## src/rtl/port_agent_if.sv

```systemverilog
// port_agent_if: bundles the CPU port, TX drain and RX fill handshakes plus the
// sticky error flags seen by port_agent.
// The slave modport is the agent's view; the master modport is the view of
// everything wired around it (CPU strobes, consumer, producer).

interface port_agent_if #(
   parameter int WIDTH = 16
);
   logic [WIDTH-1:0] cpu_out_data;
   logic             cpu_out_stb;
   logic [WIDTH-1:0] cpu_in_data;
   logic             cpu_in_ack;
   logic             cpu_in_avail;
   logic [WIDTH-1:0] tx_data;
   logic             tx_valid;
   logic             tx_ready;
   logic [WIDTH-1:0] rx_data;
   logic             rx_valid;
   logic             rx_ready;
   logic             ovf;
   logic             udf;
   logic             flag_clr;

   modport slave (
      input  cpu_out_data, cpu_out_stb, cpu_in_ack, tx_ready, rx_data, rx_valid, flag_clr,
      output cpu_in_data, cpu_in_avail, tx_data, tx_valid, rx_ready, ovf, udf
   );

   modport master (
      output cpu_out_data, cpu_out_stb, cpu_in_ack, tx_ready, rx_data, rx_valid, flag_clr,
      input  cpu_in_data, cpu_in_avail, tx_data, tx_valid, rx_ready, ovf, udf
   );
endinterface

```

## src/rtl/port_agent.sv

```systemverilog
// port_agent: device-side agent for the CPU's 16-bit I/O ports.
// CPU OUT words land in a show-ahead TX FIFO drained over valid/ready; words from
// an external producer are staged through a two-deep RX path (cur + skid nxt)
// and presented on cpu_in_data until the CPU acknowledges them with IN.
// Optional feature: define PORT_AGENT_LOOPBACK_EN to add the lb_en input, which
// routes the TX FIFO head into the RX path instead of the external handshakes.

module port_agent #(
   parameter int DEPTH = 8,
   parameter int WIDTH = 16
) (
   input  logic clk,
   input  logic rst,
`ifdef PORT_AGENT_LOOPBACK_EN
   input  logic lb_en,
`endif
   port_agent_if.slave bus
);

   localparam int AW = $clog2(DEPTH);

   typedef enum logic [1:0] {
      S_EMPTY = 2'd0,
      S_ONE   = 2'd1,
      S_TWO   = 2'd2
   } rxState_t;

   logic [WIDTH-1:0] r_mem [DEPTH];
   logic [AW-1:0]    r_wrPtr;
   logic [AW-1:0]    r_rdPtr;
   logic [AW:0]      r_count;

   rxState_t         r_state;
   rxState_t         w_stateNext;
   logic [WIDTH-1:0] r_cur;
   logic [WIDTH-1:0] r_nxt;
   logic             r_ovf;
   logic             r_udf;

   logic             w_lb;
   logic             w_headValid;
   logic [WIDTH-1:0] w_head;
   logic             w_full;
   logic             w_push;
   logic             w_pop;
   logic             w_ovfSet;
   logic             w_rxRoom;
   logic             w_rxSrcValid;
   logic [WIDTH-1:0] w_rxSrcData;
   logic             w_rxAccept;
   logic             w_curLoadRx;
   logic             w_curLoadNxt;
   logic             w_nxtLoad;
   logic             w_udfSet;

`ifdef PORT_AGENT_LOOPBACK_EN
   logic r_lbEn;

   // Register the loopback select so a toggle only takes effect on the next cycle
   always_ff @(posedge clk or negedge rst) begin
      if (!rst) begin
         r_lbEn <= 1'b0;
      end else begin
         r_lbEn <= lb_en;
      end
   end

   assign w_lb = r_lbEn;
`else
   assign w_lb = 1'b0;
`endif

   assign w_headValid = (r_count != '0);
   assign w_head      = r_mem[r_rdPtr];
   assign w_full      = (r_count == (AW + 1)'(DEPTH));
   assign w_rxRoom    = (r_state != S_TWO);

   // In loopback the FIFO head replaces the external producer
   assign w_rxSrcValid = w_lb ? w_headValid : bus.rx_valid;
   assign w_rxSrcData  = w_lb ? w_head      : bus.rx_data;
   assign w_rxAccept   = w_rxSrcValid && w_rxRoom && rst;

   // A pop is either the external consumer taking the head or, in loopback, the RX path accepting it
   assign w_pop    = w_headValid && (w_lb ? (w_rxRoom && rst) : bus.tx_ready);
   assign w_push   = bus.cpu_out_stb && (!w_full || w_pop);
   assign w_ovfSet = bus.cpu_out_stb && w_full && !w_pop;

   // TX FIFO storage, pointers and occupancy count
   always_ff @(posedge clk or negedge rst) begin
      if (!rst) begin
         r_wrPtr <= '0;
         r_rdPtr <= '0;
         r_count <= '0;
         for (int i = 0; i < DEPTH; i++) begin
            r_mem[i] <= '0;
         end
      end else begin
         if (w_push) begin
            r_mem[r_wrPtr] <= bus.cpu_out_data;
            r_wrPtr        <= r_wrPtr + 1'b1;
         end
         if (w_pop) begin
            r_rdPtr <= r_rdPtr + 1'b1;
         end
         if (w_push && !w_pop) begin
            r_count <= r_count + 1'b1;
         end else if (w_pop && !w_push) begin
            r_count <= r_count - 1'b1;
         end
      end
   end

   // RX state register
   always_ff @(posedge clk or negedge rst) begin
      if (!rst) begin
         r_state <= S_EMPTY;
      end else begin
         r_state <= w_stateNext;
      end
   end

   // RX next state and data-load controls; an ack with nothing held flags underflow
   always_comb begin
      w_stateNext  = r_state;
      w_curLoadRx  = 1'b0;
      w_curLoadNxt = 1'b0;
      w_nxtLoad    = 1'b0;
      w_udfSet     = 1'b0;
      case (r_state)
         S_EMPTY: begin
            if (bus.cpu_in_ack) begin
               w_udfSet = 1'b1;
            end
            if (w_rxAccept) begin
               w_curLoadRx = 1'b1;
               w_stateNext = S_ONE;
            end
         end
         S_ONE: begin
            if (w_rxAccept && bus.cpu_in_ack) begin
               w_curLoadRx = 1'b1;
            end else if (w_rxAccept) begin
               w_nxtLoad   = 1'b1;
               w_stateNext = S_TWO;
            end else if (bus.cpu_in_ack) begin
               w_stateNext = S_EMPTY;
            end
         end
         S_TWO: begin
            if (bus.cpu_in_ack) begin
               w_curLoadNxt = 1'b1;
               w_stateNext  = S_ONE;
            end
         end
         default: begin
            w_stateNext = S_EMPTY;
         end
      endcase
   end

   // RX data registers: cur is what the CPU sees, nxt is the skid slot
   always_ff @(posedge clk or negedge rst) begin
      if (!rst) begin
         r_cur <= '0;
         r_nxt <= '0;
      end else begin
         if (w_curLoadRx) begin
            r_cur <= w_rxSrcData;
         end else if (w_curLoadNxt) begin
            r_cur <= r_nxt;
         end
         if (w_nxtLoad) begin
            r_nxt <= w_rxSrcData;
         end
      end
   end

   // Sticky error flags; a new event wins over a clear in the same cycle
   always_ff @(posedge clk or negedge rst) begin
      if (!rst) begin
         r_ovf <= 1'b0;
         r_udf <= 1'b0;
      end else begin
         if (w_ovfSet) begin
            r_ovf <= 1'b1;
         end else if (bus.flag_clr) begin
            r_ovf <= 1'b0;
         end
         if (w_udfSet) begin
            r_udf <= 1'b1;
         end else if (bus.flag_clr) begin
            r_udf <= 1'b0;
         end
      end
   end

   assign bus.tx_data      = w_head;
   assign bus.tx_valid     = w_headValid && !w_lb;
   assign bus.rx_ready     = w_rxRoom && rst && !w_lb;
   assign bus.cpu_in_data  = r_cur;
   assign bus.cpu_in_avail = (r_state != S_EMPTY);
   assign bus.ovf          = r_ovf;
   assign bus.udf          = r_udf;

endmodule

```

## src/flat_wrapper.sv

```systemverilog
// flat-port wrapper written by rule: the top's interface ports become plain ports
module port_agent_flat 
#(
   parameter int DEPTH = 8,
   parameter int WIDTH = 16
)
  (clk, rst, bus_cpu_out_data, bus_cpu_out_stb, bus_cpu_in_ack, bus_tx_ready, bus_rx_data, bus_rx_valid, bus_flag_clr, bus_cpu_in_data, bus_cpu_in_avail, bus_tx_data, bus_tx_valid, bus_rx_ready, bus_ovf, bus_udf);
  port_agent_if #(.WIDTH(WIDTH)) bus_i ();
  input  logic clk;
  input  logic rst;
  input wire logic [$bits(bus_i.cpu_out_data)-1:0] bus_cpu_out_data;
  input wire logic [$bits(bus_i.cpu_out_stb)-1:0] bus_cpu_out_stb;
  input wire logic [$bits(bus_i.cpu_in_ack)-1:0] bus_cpu_in_ack;
  input wire logic [$bits(bus_i.tx_ready)-1:0] bus_tx_ready;
  input wire logic [$bits(bus_i.rx_data)-1:0] bus_rx_data;
  input wire logic [$bits(bus_i.rx_valid)-1:0] bus_rx_valid;
  input wire logic [$bits(bus_i.flag_clr)-1:0] bus_flag_clr;
  output wire logic [$bits(bus_i.cpu_in_data)-1:0] bus_cpu_in_data;
  output wire logic [$bits(bus_i.cpu_in_avail)-1:0] bus_cpu_in_avail;
  output wire logic [$bits(bus_i.tx_data)-1:0] bus_tx_data;
  output wire logic [$bits(bus_i.tx_valid)-1:0] bus_tx_valid;
  output wire logic [$bits(bus_i.rx_ready)-1:0] bus_rx_ready;
  output wire logic [$bits(bus_i.ovf)-1:0] bus_ovf;
  output wire logic [$bits(bus_i.udf)-1:0] bus_udf;
  assign bus_i.cpu_out_data = bus_cpu_out_data;
  assign bus_i.cpu_out_stb = bus_cpu_out_stb;
  assign bus_i.cpu_in_ack = bus_cpu_in_ack;
  assign bus_i.tx_ready = bus_tx_ready;
  assign bus_i.rx_data = bus_rx_data;
  assign bus_i.rx_valid = bus_rx_valid;
  assign bus_i.flag_clr = bus_flag_clr;
  assign bus_cpu_in_data = bus_i.cpu_in_data;
  assign bus_cpu_in_avail = bus_i.cpu_in_avail;
  assign bus_tx_data = bus_i.tx_data;
  assign bus_tx_valid = bus_i.tx_valid;
  assign bus_rx_ready = bus_i.rx_ready;
  assign bus_ovf = bus_i.ovf;
  assign bus_udf = bus_i.udf;
  port_agent #(.DEPTH(DEPTH), .WIDTH(WIDTH)) u_core (.clk(clk), .rst(rst), .bus(bus_i));
endmodule
```

## config.mk

```make
export PLATFORM = sky130hd
export DESIGN_NAME = port_agent_flat
export DESIGN_NICKNAME = d
export VERILOG_FILES = /design/src/rtl/port_agent_if.sv /design/src/rtl/port_agent.sv /design/src/flat_wrapper.sv
export SDC_FILE = /design/constraint.sdc
export NUM_CORES = 1
export LEC_CHECK = 0
export ABC_CLOCK_PERIOD_IN_PS = 3150
export CORE_ASPECT_RATIO = 1.2
export CORE_MARGIN = 1
export CORE_UTILIZATION = 55
export DETAILED_ROUTE_END_ITERATION = 10
export PLACE_DENSITY = 0.88
export SLEW_MARGIN = 5
export SYNTH_ARGS = -nofsm -noshare
export SYNTH_HDL_FRONTEND = slang
export SYNTH_SLANG_ARGS = --single-unit
```

## constraint.sdc

```tcl
create_clock -name clk -period 3.15 [get_ports clk]
set_input_delay 0.945 -clock clk [delete_from_list [all_inputs] [get_ports clk]]
set_output_delay 0.945 -clock clk [all_outputs]
set_load 0.005 [all_outputs]
```

# [Word-level counts from Yosys, hierarchy flattened]
# Index checks and enable logic that the tools add are counted.
[totals] register_bits=174 in_bits=39 output_inout_bits=37 wordCells=83
[classes] n_addsub=4 n_lt_le_gt_ge=3 n_eq_ne=8 mux=27 n_bitwise=2 reduce_logical=23
[ops] cell="$bwmux W128" n=1
[ops] cell="$mux W16" n=5
[ops] cell="$bmux W16 S3" n=1
[ops] cell="$demux W16 S3" n=1
[ops] cell="$logic_and A1 B1 Y1" n=11
[ops] cell="$mux W1" n=10
[ops] cell="$mux W2" n=5
[ops] cell="$reduce_bool A2 Y1" n=5
[ops] cell="$ge A4 B4 Y1 const B" n=2
[ops] cell="$mux W4" n=2
[ops] cell="$not A3 Y4" n=2
[ops] cell="$add A3 B1 Y3 const B" n=2
[ops] cell="$ne A2 B2 Y1 const B" n=3
[ops] cell="$pmux W2 S3" n=1
[ops] cell="$add A4 B1 Y4 const B" n=1
[ops] cell="$eq A4 B4 Y1 const B" n=1
[ops] cell="$lt A4 B1 Y1 const B" n=1
[ops] cell="$reduce_and A4 Y1" n=1
[ops] cell="$reduce_bool A4 Y1" n=1
[ops] cell="$sub A4 B1 Y4 const B" n=1
[ops] cell="$logic_not A1 Y1" n=3
[ops] cell="$ne A3 B2 Y1 const B" n=1
[ops] cell="$eq A2 B1 Y1 const B" n=1
[ops] cell="$eq A2 B2 Y1 const B" n=1
[ops] cell="4 further kinds" n=4

# [Depth between registers and ports, before layout]
# Gate-level depths: netlist of the first run.
[logic_depth] word_depth=8 ltp_mapped=10 depth_no_buf=9

# [Worst setup path after synthesis of the first run]
# OpenSTA, ideal clock, no wires.
[synth_timing] kind="input to register" startpoint="input port bus_tx_ready" endpoint="register u_core.r_count[3]" setup_time_ns=0.131 arrival_time_ns=2.916 required_ns=3.019 setup_slack_ns=0.103 path_stages=10 n_path_buf=1 cell_sequence="nand2b_1 buf_2 o21ai_0 inv_1 ha_1 inv_1 ha_1 or4_1 o211ai_1 o211ai_1"
[synth_via] elab_chain_len=6 word_cells_on_any_way=9 cone_classes="mux: 1; reduce/logical: 8"
[synth_lines] item="start, declared" line_no="flat_wrapper.sv:14" rtl="input wire logic [$bits(bus_i.tx_ready)-1:0] bus_tx_ready;"
[synth_lines] item="$logic_and A1 B1 Y1 (*)" line_no="port_agent.sv:84" rtl="assign w_pop = w_headValid && (w_lb ? (w_rxRoom && rst) : bus.tx_ready);"
[synth_lines] item="$logic_or A1 B1 Y1 (*)" line_no="port_agent.sv:85" rtl="assign w_push = bus.cpu_out_stb && (!w_full || w_pop);"
[synth_lines] item="$logic_and A1 B1 Y1 (*)" line_no="port_agent.sv:85"
[synth_lines] item="via u_core.w_push" line_no="port_agent.sv:44" rtl="logic w_push;"
[synth_lines] item="$logic_not A1 Y1" line_no="port_agent.sv:107" rtl="end else if (w_pop && !w_push) begin"
[synth_lines] item="$logic_and A1 B1 Y1" line_no="port_agent.sv:107"
[synth_lines] item="$reduce_bool A2 Y1 (no source line)"
[synth_lines] item="end signal, assigned" line_no="port_agent.sv:106" rtl="r_count <= r_count + 1'b1;"
[synth_lines] item="end signal, assigned" line_no="port_agent.sv:108" rtl="r_count <= r_count - 1'b1;"
[synth_lines] item="end, declared" line_no="port_agent.sv:31" rtl="logic [AW:0] r_count;"
# Mark *: on every way through the listed nets, which the timed path passes. The rest lies on a longest branch.
# A chain may end at the register's enable or synchronous reset.

# [Final worst setup path of the first run]
[layout_timing] startpoint="register u_core.r_rdPtr[0]" endpoint="output port bus_tx_data[0]"
[layout_via] elab_chain_len=4
[layout_lines] item="start, declared" line_no="port_agent.sv:30" rtl="logic [AW-1:0] r_rdPtr;"
[layout_lines] item="start signal, assigned" line_no="port_agent.sv:103" rtl="r_rdPtr <= r_rdPtr + 1'b1;"
[layout_lines] item="$not A3 Y4 (implied by the code)" line_no="port_agent.sv:74" rtl="assign w_head = r_mem[r_rdPtr];"
[layout_lines] item="$bmux W16 S3" line_no="port_agent.sv:74"
[layout_lines] item="$mux W16 (implied by the code) (2 in a row)" line_no="port_agent.sv:74"
[layout_lines] item="end, declared" line_no="flat_wrapper.sv:20" rtl="output wire logic [$bits(bus_i.tx_data)-1:0] bus_tx_data;"
# Every way passes these cells. The select of a mux whose other input is x is not followed.

==> results of run 1 <==
[logic make-up (layout without fill, tap and decap cells)]
family,count (synthesis),count (layout),synth area share [%]
simple gates,47,47,3.87
compound gates,40,40,4.72
xor+xnor,6,6,0.653
buf+inv,40,164,2.73
fa+ha+maj,6,6,1.03
flops,174,174,54.1
mux,197,197,32.9
[worst reg2reg max path: stages (launching register included)]
cell      delay (ps)
dfrtp_1          470
or3_1            450
o21ai_1          270
ha_1             220
inv_1             60
buf_4            140
ha_1             310
nand3_1          120
a2111o_1         390
o211ai_1         110
[cells in the mapped netlist (3+ instances only)]
| library cell | n | area (um^2) |
|---|---|---|
| a221o_1 | 16 | 160 |
| and3_1 | 16 | 100 |
| mux2_4 | 20 | 300 |
| mux4_2 | 32 | 721 |
| a21oi_2 | 4 | 35.0 |
| nand4b_1 | 3 | 26.3 |
| nand3_1 | 3 | 15.0 |
| mux2_2 | 143 | 1610 |
| nand2b_1 | 4 | 25.0 |
| o211ai_1 | 4 | 30.0 |
| o22ai_1 | 3 | 18.8 |
| o21ai_0 | 3 | 15.0 |
| dfrtp_1 | 174 | 4350 |
| inv_1 | 6 | 22.5 |
| ha_1 | 5 | 62.6 |
| xnor2_1 | 6 | 52.6 |
| a21oi_1 | 4 | 20.0 |
| buf_2 | 12 | 60.1 |
| buf_6 | 3 | 33.8 |
| nand2_1 | 3 | 11.3 |
| clkbuf_1 | 15 | 56.3 |
[area by class of cell]
class	instances	area, um^2
Fill cell	919	4390
Sequential cell	174	4360
Multi-Input combinational cell	296	3520
Timing Repair Buffer	126	1220
Clock buffer	17	425
Tap cell	175	219
Clock inverter	15	209
Inverter	6	22.5
[power by group]
| part | switching (mW) | total (mW) | internal (mW) |
|---|---|---|---|
| logic | 1.66 | 4.53 | 2.87 |
| registers | 0.714 | 4.00 | 3.28 |
| clock network | 0.930 | 2.27 | 1.34 |
[worst paths after layout]
check / from / end / slack, ps / cells after the start
max: u_core.r_rdPtr[0] / bus_tx_data[0] / 50 / 6
min reg2reg: u_core.r_mem[80] / u_core.r_mem[80] / 500 / 1
min in group clk: u_core.r_mem[80] / u_core.r_mem[80] / 500 / 1
max in group asynchronous: rst / u_core.r_mem[97] / 1770 / 2
min: rst / u_core.r_state[0] / 340 / 1
max reg2reg: u_core.r_count[0] / u_core.r_count[3] / 510 / 9
[metal layers]
layer | routed length (um) | GRT usage [%] | up-vias
li1 | - | - | 2142
met1 | 7450 | 31.5 | 2713
met2 | 10600 | 49.0 | 155
met3 | 1040 | 7.27 | 35
met4 | 444 | 12.2 | 0
met5 | 0 | 0 | -
[state kept, by name, indices dropped and copies added, names as in the netlist]
| name | count |
|---|---|
| u_core.r_mem | 128 |
| u_core.bus.cpu_in_data | 16 |
| u_core.r_nxt | 16 |
| u_core.r_count | 4 |
| u_core.r_rdPtr | 3 |
| u_core.r_wrPtr | 3 |
| u_core.r_state | 2 |
| u_core.bus.ovf | 1 |
| u_core.bus.udf | 1 |
[per-stage QoR]
stage | utilization, % | hold slack, ps | area [um^2] | power (mW) | instances
2_1_floorplan | - | 474 | 8050 | 6.58 | 510
3_5_place_dp | 63.8 | 488 | 9160 | 8.19 | 763
6_report | 69.4 | 337 | 9960 | 10.8 | 809
5_1_grt | 69.4 | 330 | 9960 | 11.3 | 809
3_3_place_gp | 63.8 | 482 | 9160 | 7.88 | 763
4_1_cts | 69.6 | 328 | 10000 | 10.8 | 807
[cells in the final DEF, fill, tap and decap left out, types with 9 or more instances in the layout]
master,netlist,final
a221o_1,16,16
and3_1,16,16
buf_4,0,37
buf_6,3,9
clkbuf_16,0,17
clkdlybuf4s50_1,0,58
dfrtp_1,174,173
mux2_2,143,133
mux2_4,20,30
mux4_2,32,32
[what timing repair did]
action                                  4_1_cts  5_1_grt
hold buffers                                  0        0
gates resized for setup                      60       13
endpoints found under the setup margin       16       15
cloned                                        3        0
buffers inserted                              9        4
endpoints found under the hold margin         0        0
==> flow_metrics.py, run 1 <==
metrics = {
    "final_layout": {
        "syn_to_final_growth_pct": 23.7,
        "diodes": 0,
        "drive_gt1_share_pct": 47.9,
        "final_nets": 666,
    },
    "synthesis": {
        "syn_nets": 555,
        "synth.distinct_cells": 42,
        "synth_seq_area_share_pct": 54.1,
        "synthArstFlopShare_pct": 100,
        "synth_top_flop_cell": "dfrtp_1",
        "synth_edf_count": 0,
        "ys_ff_latch": 174,
        "syn_inst": 510,
        "synth_area_um2": 8050,
        "ys_warn_count": 0,
        "synth_area_per_cell_um2": 15.8,
    },
    "routing": {
        "drc": 0,
        "ant_nets": 0,
        "route.vias.total": 5045,
        "viasPerCell": 6.24,
        "drt_iter0_markers": 284,
        "wl_per_cell_um": 24.1,
        "wl_um": 19500,
        "drt_pass1_iterations": 4,
    },
    "power_and_ir_drop": {
        "power_density_nw_per_um2": 1080,
        "irDropWorstVdd_uv": 469,
        "p_leak_nw": 4.35,
    },
    "timing": {
        "fin_ws_ps": 50.2,
        "tns_ps": 0,
        "maxSlewHeadroom_pct": 45.7,
        "worst_slew_pin_slew_ps": 815,
        "fin_crit_ps": 3100,
        "finalSetupViolCount": 0,
        "drv_slew": 0,
        "finalHoldViolations": 0,
        "fin_skew_ps": 12.8,
        "clock.fmax_mhz": 323,
        "post-route-period-util_pct": 98.4,
    },
    "run_status": {
        "status": "finished clean",
    },
    "setup_path": {
        "worstPathRequired_ps": 2200,
        "critPathKind": "flop to output pin",
        "path_cells": "buf_12 > buf_6 > buf_12 > mux4_2 > mux2_4 > buf_6",
        "startpoint_type": "flop",
        "crit_buf_inv": 4,
        "worstPathMaxFanout": 7,
        "cp_slowest_cell": "mux4_2",
        "worstPathArrival_ps": 2150,
        "endpoint_kind": "output pin",
        "critPathTopFamily": "multiplexers",
        "max_stage_delay_ps": 540,
    },
    "die": {
        "start_util_pct": 56.1,
        "std_cell_rows": 48,
        "die_w_um": 112,
        "pin_count": 76,
        "dieArea_um2": 15100,
        "die-height_um": 135,
        "core_area_um2": 14400,
    },
    "placement": {
        "dp_slack_ps": -80.1,
        "dpl.hpwl_um": 11500,
        "gp_congestion": 0.744,
        "io_buffers": 75,
    },
    "grt": {
        "grt_pass1_vias": 5688,
        "grt.overflow.total": 0,
        "grt_max_degree": 162,
        "grtUsageTotal_pct": 27.6,
        "grt_pass1_wl_um": 31000,
        "antenna_found_initial": 0,
    },
    "flow_run": {
        "maxCapViolations": 0,
    },
    "clock_tree": {
        "cts.clk_slew.worst_paths_ps": 70,
        "clockBufferDepth": 2,
        "clockRootBuffer": "clkbuf_16",
        "worstSkewPairLatency_ps": 430,
        "htree_levels": 4,
        "cts_buffers": 17,
        "cts_tree": "yes",
        "cts_sinks": 174,
    },
    "hold_path": {
        "min_path_type": "primary input to asynchronous set/reset pin",
    },
}
Power figures use the tool's default switching activity.
==> run 2, diff against run 1 <==
--- a/config.mk
+++ b/config.mk
@@ -11,7 +11,6 @@
 export CORE_UTILIZATION = 55
 export DETAILED_ROUTE_END_ITERATION = 10
 export PLACE_DENSITY = 0.88
-export SLEW_MARGIN = 5
 export SYNTH_ARGS = -nofsm -noshare
 export SYNTH_HDL_FRONTEND = slang
 export SYNTH_SLANG_ARGS = --single-unit
==> results of run 2 <==
Final layout, timing and power as in run 1 (identical DEF).
